File: src/rtl/audio_pkg.sv
// Shared constants and frame-state encoding for the codec audio path.
package audio_pkg;
    localparam int AUDIO_DATA_WIDTH = 32;
    localparam int AUDIO_BITS       = 24;
    localparam int AUDIO_FIFO_DEPTH = 16;
    localparam int AUDIO_FIFO_AW    = 4;

    typedef enum logic [1:0] {
        ST_WAIT_FRAME = 2'd0,
        ST_LEFT       = 2'd1,
        ST_RIGHT      = 2'd2
    } frame_state_t;
endpackage

File: src/rtl/audio_sample_fifo.sv
// Synchronous sample-pair FIFO; fullness comes from the level counter, not pointer equality.
module audio_sample_fifo #(
    parameter int WIDTH = 64,
    parameter int DEPTH = 16,
    parameter int AW    = 4
) (
    input  logic             clk,
    input  logic             rst_n,
    input  logic             clear,
    input  logic             push,
    input  logic             pop,
    input  logic [WIDTH-1:0] wdata,
    output logic [WIDTH-1:0] rdata,
    output logic [AW:0]      level,
    output logic             full,
    output logic             empty
);
    logic [WIDTH-1:0] mem [DEPTH];
    logic [AW-1:0]    wr_ptr, rd_ptr;
    logic             do_push, do_pop;

    assign full    = (level == (AW+1)'(DEPTH));
    assign empty   = (level == '0);
    assign do_push = push && !full;
    assign do_pop  = pop && !empty;
    assign rdata   = mem[rd_ptr];

    always_ff @(posedge clk) begin
        if (do_push && !clear)
            mem[wr_ptr] <= wdata;
    end

    always_ff @(posedge clk or negedge rst_n) begin
        if (!rst_n) begin
            wr_ptr <= '0;
            rd_ptr <= '0;
            level  <= '0;
        end else if (clear) begin
            wr_ptr <= '0;
            rd_ptr <= '0;
            level  <= '0;
        end else begin
            if (do_push) wr_ptr <= wr_ptr + 1'b1;
            if (do_pop)  rd_ptr <= rd_ptr + 1'b1;
            case ({do_push, do_pop})
                2'b10:   level <= level + 1'b1;
                2'b01:   level <= level - 1'b1;
                default: level <= level;
            endcase
        end
    end
endmodule

File: src/rtl/audio_dac_serializer.sv
// I2S transmit serializer with codec-mastered BCLK/LRCK and a sample-pair FIFO.
// Optional DAC_UNDERRUN_COUNT_EN adds a saturating underrun_count output.
module audio_dac_serializer #(
    parameter int DATA_WIDTH = audio_pkg::AUDIO_DATA_WIDTH,
    parameter int AUDIO_BITS = audio_pkg::AUDIO_BITS,
    parameter int FIFO_DEPTH = audio_pkg::AUDIO_FIFO_DEPTH,
    parameter int FIFO_AW    = audio_pkg::AUDIO_FIFO_AW
) (
    input  logic                  CLOCK_50,
    input  logic                  resetn,
    input  logic                  clear_audio_out_memory,
    input  logic [DATA_WIDTH-1:0] left_channel_audio_out,
    input  logic [DATA_WIDTH-1:0] right_channel_audio_out,
    input  logic                  write_audio_out,
    output logic                  audio_out_allowed,
    output logic [FIFO_AW:0]      fifo_level,
    input  logic                  AUD_BCLK,
    input  logic                  AUD_DACLRCK,
    output logic                  AUD_DACDAT
`ifdef DAC_UNDERRUN_COUNT_EN
    ,
    output logic [15:0]           underrun_count
`endif
);
    import audio_pkg::*;

    localparam int CW = $clog2(AUDIO_BITS + 1);

    logic [2:0]              bclk_sync, lrck_sync;
    logic                    bclk_fall, lrck_fall, lrck_rise;
    logic [2*DATA_WIDTH-1:0] fifo_rdata;
    logic                    fifo_full, fifo_empty;
    frame_state_t            state;
    logic [AUDIO_BITS-1:0]   shifter, hold;
    logic [CW-1:0]           bits_left;
    logic                    unused_low_bits;

    // Sub-word LSBs are never transmitted.
    assign unused_low_bits = ^{fifo_rdata[DATA_WIDTH +: DATA_WIDTH-AUDIO_BITS],
                               fifo_rdata[0 +: DATA_WIDTH-AUDIO_BITS]};

    // Sync flops reset low so a pin already low at release never looks like a falling edge.
    always_ff @(posedge CLOCK_50 or negedge resetn) begin
        if (!resetn) begin
            bclk_sync <= '0;
            lrck_sync <= '0;
        end else begin
            bclk_sync <= {bclk_sync[1:0], AUD_BCLK};
            lrck_sync <= {lrck_sync[1:0], AUD_DACLRCK};
        end
    end

    assign bclk_fall = bclk_sync[2] & ~bclk_sync[1];
    assign lrck_fall = lrck_sync[2] & ~lrck_sync[1];
    assign lrck_rise = ~lrck_sync[2] & lrck_sync[1];

    audio_sample_fifo #(
        .WIDTH (2*DATA_WIDTH),
        .DEPTH (FIFO_DEPTH),
        .AW    (FIFO_AW)
    ) u_fifo (
        .clk   (CLOCK_50),
        .rst_n (resetn),
        .clear (clear_audio_out_memory),
        .push  (write_audio_out),
        .pop   (lrck_fall),
        .wdata ({left_channel_audio_out, right_channel_audio_out}),
        .rdata (fifo_rdata),
        .level (fifo_level),
        .full  (fifo_full),
        .empty (fifo_empty)
    );

    assign audio_out_allowed = !fifo_full;

    // LRCK edges take priority over a coincident BCLK fall: that fall belongs to the I2S delay slot.
    always_ff @(posedge CLOCK_50 or negedge resetn) begin
        if (!resetn) begin
            state      <= ST_WAIT_FRAME;
            shifter    <= '0;
            hold       <= '0;
            bits_left  <= '0;
            AUD_DACDAT <= 1'b0;
        end else if (clear_audio_out_memory) begin
            state      <= ST_WAIT_FRAME;
            shifter    <= '0;
            hold       <= '0;
            bits_left  <= '0;
            AUD_DACDAT <= 1'b0;
        end else if (lrck_fall) begin
            state      <= ST_LEFT;
            bits_left  <= CW'(AUDIO_BITS);
            AUD_DACDAT <= 1'b0;
            if (!fifo_empty) begin
                shifter <= fifo_rdata[2*DATA_WIDTH-1 -: AUDIO_BITS];
                hold    <= fifo_rdata[DATA_WIDTH-1 -: AUDIO_BITS];
            end else begin
                shifter <= '0;
                hold    <= '0;
            end
        end else if (lrck_rise && state != ST_WAIT_FRAME) begin
            state      <= ST_RIGHT;
            shifter    <= hold;
            bits_left  <= CW'(AUDIO_BITS);
            AUD_DACDAT <= 1'b0;
        end else if (bclk_fall && state != ST_WAIT_FRAME) begin
            if (bits_left != '0) begin
                AUD_DACDAT <= shifter[AUDIO_BITS-1];
                shifter    <= {shifter[AUDIO_BITS-2:0], 1'b0};
                bits_left  <= bits_left - 1'b1;
            end else begin
                AUD_DACDAT <= 1'b0;
            end
        end
    end

`ifdef DAC_UNDERRUN_COUNT_EN
    always_ff @(posedge CLOCK_50 or negedge resetn) begin
        if (!resetn)
            underrun_count <= '0;
        else if (clear_audio_out_memory)
            underrun_count <= '0;
        else if (lrck_fall && fifo_empty && underrun_count != 16'hFFFF)
            underrun_count <= underrun_count + 16'd1;
    end
`endif
endmodule
File: config.mk
export PLATFORM = sky130hd
export DESIGN_NAME = audio_dac_serializer
export DESIGN_NICKNAME = d
export VERILOG_FILES = /design/src/rtl/audio_pkg.sv /design/src/rtl/audio_sample_fifo.sv /design/src/rtl/audio_dac_serializer.sv
export SDC_FILE = /design/constraint.sdc
export NUM_CORES = 1
export LEC_CHECK = 0
export CORE_UTILIZATION = 30
export CTS_CLUSTER_DIAMETER = 150
export DETAILED_ROUTE_END_ITERATION = 8
export DONT_BUFFER_PORTS = 1
export HOLD_SLACK_MARGIN = 0.08
export PLACE_DENSITY_LB_ADDON = 0.25
export SLEW_MARGIN = 20
export SYNTH_ARGS = -nofsm -noshare
export SYNTH_HDL_FRONTEND = slang
export SYNTH_SLANG_ARGS = --single-unit
export TNS_END_PERCENT = 10
File: constraint.sdc
create_clock -name CLOCK_50 -period 13.3 [get_ports CLOCK_50]
set_clock_uncertainty 0.15 [all_clocks]
set_input_delay 1.33 -clock CLOCK_50 [delete_from_list [all_inputs] [get_ports CLOCK_50]]
set_output_delay 1.33 -clock CLOCK_50 [all_outputs]
set_load 0.1 [all_outputs]
## Word-level counts from Yosys, hierarchy flattened

Memory sizes are Yosys's and may differ from the RTL's.
Cells that the tools add are included.

- Bitwise gates (word level): 6
- Div/mod/pow operators: 0
- Shifts and indexed selects: 0
- Multipliers: 0
- Eq/ne operators: 3
- Reduce and logical (&&, ||, !) cells: 19
- Add/subtract/negate cells: 5
- Order comparisons: 0
- Muxes and demuxes: 30

Operators by type and width:

| cell | count |
|---|---|
| $mux W24 | 9 |
| $mux W5 | 6 |
| $mux W4 | 4 |
| $pmux W5 S2 | 1 |
| $sub A5 B1 Y5 const B | 2 |
| $add A4 B1 Y4 const B | 2 |
| $reduce_bool A2 Y1 | 4 |
| $reduce_bool A4 Y1 | 2 |
| $mux W1 | 7 |
| $mux W2 | 3 |
| $reduce_bool A3 Y1 | 2 |
| $add A5 B1 Y5 const B | 1 |
| $eq A5 B5 Y1 const B | 1 |
| $logic_and A1 B1 Y1 | 5 |
| $logic_not A5 Y1 | 1 |
| $reduce_bool A5 Y1 | 1 |
| $and A1 B1 Y1 | 3 |
| $logic_not A1 Y1 | 3 |
| $not A1 Y1 | 3 |
| $eq A2 B1 Y1 const B | 1 |
| $eq A2 B2 Y1 const B | 1 |
| $reduce_and A2 Y1 | 1 |

- ROM bits: 0
- Memories kept: 1
- Logic and storage cells: 74
- RAM bits: 1,024
- Bits in latches: 0
- Flip-flop bits (word level): 75
- Input bits: 70

Memory list:

| memory | words | bits a word | rd ports | clocked after memory_dff | wr ports | line | text |
|---|---|---|---|---|---|---|---|
| u_fifo.mem | 16 | 64 | 1 | 0 | 1 | audio_sample_fifo.sv:18 | `logic [WIDTH-1:0] mem [DEPTH];` |

## Longest topological paths before layout

- Depth in word-level cells: 7
- Depth in mapped cells: 10
- Depth with buffers taken out: 9

## By module

Synthesis repeated with hierarchy kept, for this count alone.

- Cell total of the unflattened synthesis: 1,836
- Area total of the unflattened synthesis: 42,364.4 um2

Modules (own cells, without submodules):

| module | instances | area an instance (um2) | cells each |
|---|---|---|---|
| audio_sample_fifo | 1 | 39,454.1 | 1,538 |
| audio_dac_serializer | 1 | 2,910.3 | 298 |

## Least setup slack after synthesis

OpenSTA, ideal clock, no wires.

- Kind: input -> register
- Start point: input port write_audio_out
- End point: memory u_fifo.mem[1][10] (enable)
- Buffers on the path: 1
- Stages on the path: 5
- Slack: 7.382 ns
- Data arrival time: 5.255 ns
- Data required time: 12.637 ns
- Path through: buf_2 -> o21ai_1 -> nor2_1 -> nand2_1 -> nor3_1

- Cells in the longest elaborated chain, start to end: 4

RTL lines:

| what | line | text |
|---|---|---|
| start: declaration | audio_dac_serializer.sv:14 | `input logic write_audio_out,` |
| $logic_and A1 B1 Y1 | audio_sample_fifo.sv:24 | `assign do_push = push && !full;` |
| $logic_and A1 B1 Y1 | audio_sample_fifo.sv:29 | `if (do_push && !clear)` |
| $mux W1 | audio_sample_fifo.sv:29 |  |
| $mux W1 (not written as such) | audio_sample_fifo.sv:30 | `mem[wr_ptr] <= wdata;` |
| end: declaration | audio_sample_fifo.sv:18 |  |

No other way between the ends.

## Worst setup path in the final report

- Start point: register u_fifo.rd_ptr[1]
- End point: register hold[13]

- Cells in the longest elaborated chain, start to end: 4

RTL lines:

| what | line | text |
|---|---|---|
| start: declaration | audio_sample_fifo.sv:19 | `logic [AW-1:0] wr_ptr, rd_ptr;` |
| start signal: assignment | audio_sample_fifo.sv:44 | `if (do_pop) rd_ptr <= rd_ptr + 1'b1;` |
| $mem_v2 Z16 W64 | - |  |
| $mux W24 | audio_dac_serializer.sv:94 | `if (!fifo_empty) begin` |
| $mux W24 | audio_dac_serializer.sv:90 | `end else if (lrck_fall) begin` |
| $mux W24 | audio_dac_serializer.sv:84 | `end else if (clear_audio_out_memory) begin` |
| end signal: assignment | audio_dac_serializer.sv:96 | `hold <= fifo_rdata[DATA_WIDTH-1 -: AUDIO_BITS];` |
| end: declaration | audio_dac_serializer.sv:34 | `logic [AUDIO_BITS-1:0] shifter, hold;` |

No other way between the ends. The select of a mux whose other input is x is not followed.
A chain may end at the register's enable or synchronous reset.

==> report_table.html <==
<table>
<tr><th>Metric</th><th>Value</th></tr>
<tr><th colspan="2">Drt</th></tr>
<tr><td>Total number of vias</td><td>15302</td></tr>
<tr><td>Overall routed net length</td><td>78200 um</td></tr>
<tr><td>Routed length per instance</td><td>between 20 and 30 um</td></tr>
<tr><td>First drt pass iteration count</td><td>5</td></tr>
<tr><td>Drt via density</td><td>about 5.0</td></tr>
<tr><td>Number of design rule violations left after detail routing</td><td>0</td></tr>
<tr><td>Iteration-0 DRC Markers</td><td>1042</td></tr>
<tr><td>Residual antenna-violating net count after detailed routing</td><td>0</td></tr>
<tr><th colspan="2">Final layout</th></tr>
<tr><td>Total of fill cells in the finished design</td><td>10082</td></tr>
<tr><td>Area occupied by multi-input gates</td><td>7620 um^2</td></tr>
<tr><td>Storage element area</td><td>25000 um^2</td></tr>
<tr><td>Area delta synth-&gt;final</td><td>14.9%</td></tr>
<tr><td>Most frequent cells in the layout</td><td>sky130_fd_sc_hd__edfxtp_1, sky130_fd_sc_hd__mux4_2, sky130_fd_sc_hd__clkbuf_16</td></tr>
<tr><td>Total Nets Final</td><td>1666</td></tr>
<tr><td>Filler-free cell count of the finished design</td><td>3076</td></tr>
<tr><td>N_diodes</td><td>0</td></tr>
<tr><td>Commonest non-fill, non-tap cell in the layout</td><td>sky130_fd_sc_hd__edfxtp_1</td></tr>
<tr><td>Share of final-layout standard cells stronger than drive strength 1</td><td>0.283</td></tr>
<tr><th colspan="2">Pwr</th></tr>
<tr><td>Cell area power density</td><td>158 nW/um^2</td></tr>
<tr><td>Pleak</td><td>11.6 nW</td></tr>
<tr><td>PnR Total Power</td><td>0.00597 W</td></tr>
<tr><td>Peak supply drop</td><td>84.2 uV</td></tr>
<tr><th colspan="2">Worst setup path</th></tr>
<tr><td>Nature of the critical path endpoint</td><td>flip-flop</td></tr>
<tr><td>Crit path arrival time</td><td>~4900 ps</td></tr>
<tr><td>Largest delay share family, worst path</td><td>buffers and inverters</td></tr>
<tr><td>Worst flop-to-flop path endpoint</td><td>hold[13]</td></tr>
<tr><td>Required time reported for the critical path endpoint</td><td>13660 ps</td></tr>
<tr><td>Cell depth of the worst flop-to-flop path</td><td>7</td></tr>
<tr><td>Reg2Reg Launch Point</td><td>u_fifo.rd_ptr[1]</td></tr>
<tr><td>Cell-by-cell listing of the critical path</td><td>buf_4, buf_4, buf_4, mux4_2, mux2_2, a22oi_1, o21ai_1</td></tr>
<tr><td>CP bufs+invs</td><td>3</td></tr>
<tr><td>Critical Path Source Type</td><td>flip-flop</td></tr>
<tr><td>Master of the slowest instance on the critical path</td><td>sky130_fd_sc_hd__buf_4</td></tr>
<tr><td>Critical path class</td><td>reg2reg</td></tr>
<tr><td>Worst Setup SP</td><td>u_fifo.rd_ptr[1]</td></tr>
<tr><td>Largest stage delay, worst path</td><td>~830 ps</td></tr>
<tr><td>Cell occurring most often along the worst timing path</td><td>sky130_fd_sc_hd__buf_4</td></tr>
<tr><td>Register-to-register path setup slack</td><td>8740 ps</td></tr>
<tr><td>Critical Path Fanout Max</td><td>a little under 60</td></tr>
<tr><th colspan="2">Global routing</th></tr>
<tr><td>First-pass GRT wire length</td><td>~110000 um</td></tr>
<tr><td>Via count of the first global-routing pass</td><td>16428</td></tr>
<tr><td>Overall Global Routing Usage</td><td>0.143</td></tr>
<tr><td>GRT overflow</td><td>0</td></tr>
<tr><td>Number of antenna violations at the first check in global routing</td><td>1</td></tr>
<tr><td>Largest net degree at the start of global routing</td><td>just over 100</td></tr>
<tr><th colspan="2">Die</th></tr>
<tr><td>I/O Pins</td><td>77</td></tr>
<tr><td>Core area</td><td>109000 um^2</td></tr>
<tr><td>Die outline width</td><td>333 um</td></tr>
<tr><td>Die area</td><td>~110000 um^2</td></tr>
<tr><td>Std-Cell Rows</td><td>121</td></tr>
<tr><td>Die Height</td><td>333 um</td></tr>
<tr><td>Effective utilization at floorplan</td><td>0.302</td></tr>
<tr><th colspan="2">STA</th></tr>
<tr><td>Hold violation count in the final report</td><td>0</td></tr>
<tr><td>Final TNS setup</td><td>0 ps</td></tr>
<tr><td>Final worst-path cycle share</td><td>0.343</td></tr>
<tr><td>Worst relative slew slack</td><td>0.241</td></tr>
<tr><td>Transition at the pin with the smallest max-transition slack</td><td>approximately 1100 ps</td></tr>
<tr><td>Final worst path period need</td><td>4560 ps</td></tr>
<tr><td>Highest attainable clock frequency</td><td>~220 MHz</td></tr>
<tr><td>Slew Viols, Final</td><td>0</td></tr>
<tr><td>RSZ-0062 raised after global routing</td><td>no</td></tr>
<tr><td>Finish-stage setup viols</td><td>0</td></tr>
<tr><th colspan="2">Placement</th></tr>
<tr><td>Cell total after placement</td><td>2908</td></tr>
<tr><td>Total half-perimeter wirelength after legalization and detailed placement</td><td>~40000 um</td></tr>
<tr><td>Final weighted congestion in routability-driven placement</td><td>0.729</td></tr>
<tr><td># port buffers</td><td>0</td></tr>
<tr><th colspan="2">Yosys</th></tr>
<tr><td>Count of flip-flops with a built-in enable after synthesis</td><td>768</td></tr>
<tr><td>Synth Warn #</td><td>0</td></tr>
<tr><td>Count of mapped cells out of synthesis</td><td>1548</td></tr>
<tr><td>Flip-flop and latch count after synthesis</td><td>843</td></tr>
<tr><td>Mean post-synth cell area</td><td>21.2 um^2</td></tr>
<tr><td>Share of the synthesized area in the top cell type</td><td>0.702</td></tr>
<tr><td>Synthesized netlist net count</td><td>1627</td></tr>
<tr><td>Dominant cells by area after synthesis</td><td>sky130_fd_sc_hd__edfxtp_1, sky130_fd_sc_hd__mux4_2, sky130_fd_sc_hd__dfrtp_1</td></tr>
<tr><td>Portion of the post-synthesis area used by sequential elements</td><td>0.759</td></tr>
<tr><td>Distinct cells, synth</td><td>51</td></tr>
<tr><td>Top FF cell, synth</td><td>sky130_fd_sc_hd__edfxtp_1</td></tr>
<tr><td>Post-synth design cell area</td><td>between 30000 and 40000 um^2</td></tr>
<tr><td>Share of synthesized registers carrying an async set or reset</td><td>0.0890</td></tr>
<tr><td>Cell type contributing the most total cell area after synthesis</td><td>sky130_fd_sc_hd__edfxtp_1</td></tr>
<tr><th colspan="2">Clock network</th></tr>
<tr><td>Number of gates given a new drive strength after cts</td><td>0</td></tr>
<tr><td>Sink count of the clock tree</td><td>843</td></tr>
<tr><td>CTS H-tree lvls</td><td>3</td></tr>
<tr><td>Clock Tree Root</td><td>sky130_fd_sc_hd__clkbuf_16</td></tr>
<tr><td>Clk_lat worst skew</td><td>660 ps</td></tr>
<tr><td>CTS buffer count</td><td>a little over 90</td></tr>
<tr><td>CTS hold repair buffers</td><td>0</td></tr>
<tr><td>Clk pin slew, worst setup/hold paths</td><td>60 ps</td></tr>
<tr><td>CTS tree</td><td>built</td></tr>
<tr><td>Post-CTS Setup Repair Bufs</td><td>0</td></tr>
<tr><td>Maximum clock path buffer count</td><td>3</td></tr>
<tr><th colspan="2">Job</th></tr>
<tr><td>Count of max-cap constraint violations</td><td>0</td></tr>
<tr><th colspan="2">Worst hold path</th></tr>
<tr><td>Hold path startpoint</td><td>bclk_sync[0]</td></tr>
<tr><td>Worst hold path endpoint</td><td>bclk_sync[1]</td></tr>
<tr><td>Number of instances on the worst hold path</td><td>0</td></tr>
<tr><td>Classification of the worst-slack hold path</td><td>reg2reg</td></tr>
<tr><th colspan="2">Status</th></tr>
<tr><td>Run status</td><td>finished, final reports clean</td></tr>
</table>
## worst max-delay path by stage
| stage | slack, ps | to | depth (start not counted) |
|---|---|---|---|
| floorplan | 7380 | u_fifo.mem[1][10] | 5 |
| global placement | 8640 | hold[8] | 7 |
| detailed placement | 8610 | hold[13] | 7 |
| CTS | 8590 | hold[13] | 7 |
| global route | 8440 | hold[8] | 7 |
| finish | 8740 | hold[13] | 7 |
## power by group
part | leakage [nW] | switching, W | total [W] | internal [W]
Combinational | 2.11 | 0.000201 | 0.000408 | 0.000207
Sequential | 7.93 | 0.0000516 | 0.00298 | 0.00293
Clock | 1.53 | 0.00104 | 0.00258 | 0.00154
## per-layer routing
layer | share of wire | track usage
met1 | 0.43 | 0.189
met5 | 0 | 0
met2 | 0.49 | 0.235
met4 | 0.024 | 0.0431
met3 | 0.052 | 0.0303
## cells in the mapped netlist (all sizes together), types with 2 or more instances
master	instances
ha	9
nand2	55
o211ai	10
nand3b	3
buf	40
nor3	5
nand2b	4
edfxtp	768
nor2	32
o21ai	30
clkbuf	52
inv	6
a21oi	11
xor2	10
dfrtp	75
a22oi	62
mux2i	41
o2bb2ai	23
xnor2	3
mux4	192
nand3	6
nor2b	2
a2bb2oi	23
or4	2
and4b	2
mux2	62
or3	3
## worst register-to-register path, delay by kind of cell (launching register included)
kind / cells / cell delay, ps
buffers and inverters: 3 / 2440
DFF: 1 / 820
muxes: 2 / 750
AOI/OAI and AO/OA: 2 / 260
## final cells by class
| class | instances | share of cell area |
|---|---|---|
| clock buffer | 115 | 0.0656 |
| clock inverter | 53 | 0.0160 |
| inverter | 6 | 0.000597 |
| multi-input combinational | 607 | 0.202 |
| sequential | 843 | 0.661 |
| tap | 1414 | 0.0469 |
| timing repair buffer | 38 | 0.00789 |
## metrics by stage
stage / util / hold slack [ps] / setup WS, ps / area, um^2
after detailed placement: 0.319 / 190 / 8610 / 34700
after floorplan: - / 181 / 7380 / 32900
after CTS: 0.347 / 169 / 8590 / 37700
final: 0.347 / 202 / 8740 / 37700
after global routing: 0.347 / 175 / 8440 / 37700
after global placement: 0.319 / 192 / 8640 / 34700
## registers in the layout (all words and copies together) (netlist names)
| register | count |
|---|---|
| u_fifo.mem | 768 |
| u_fifo.rd_ptr | 4 |
| shifter | 24 |
| bits_left | 5 |
| state | 2 |
| bclk_sync | 3 |
| lrck_sync | 3 |
| AUD_DACDAT | 1 |
| u_fifo.level | 5 |
| u_fifo.wr_ptr | 4 |
| hold | 24 |
## cells by family after synthesis
| logic type | count (synthesis) | share of synthesized area |
|---|---|---|
| adders and majority gates | 9 | 0.00343 |
| AOI/OAI and AO/OA | 166 | 0.0376 |
| DFF | 843 | 0.759 |
| muxes | 295 | 0.165 |
| xor gates and xnor gates | 13 | 0.00346 |
| buffers and inverters | 98 | 0.0128 |
| and+or+nand+nor | 124 | 0.0184 |
Power figures use the tool's default switching activity.
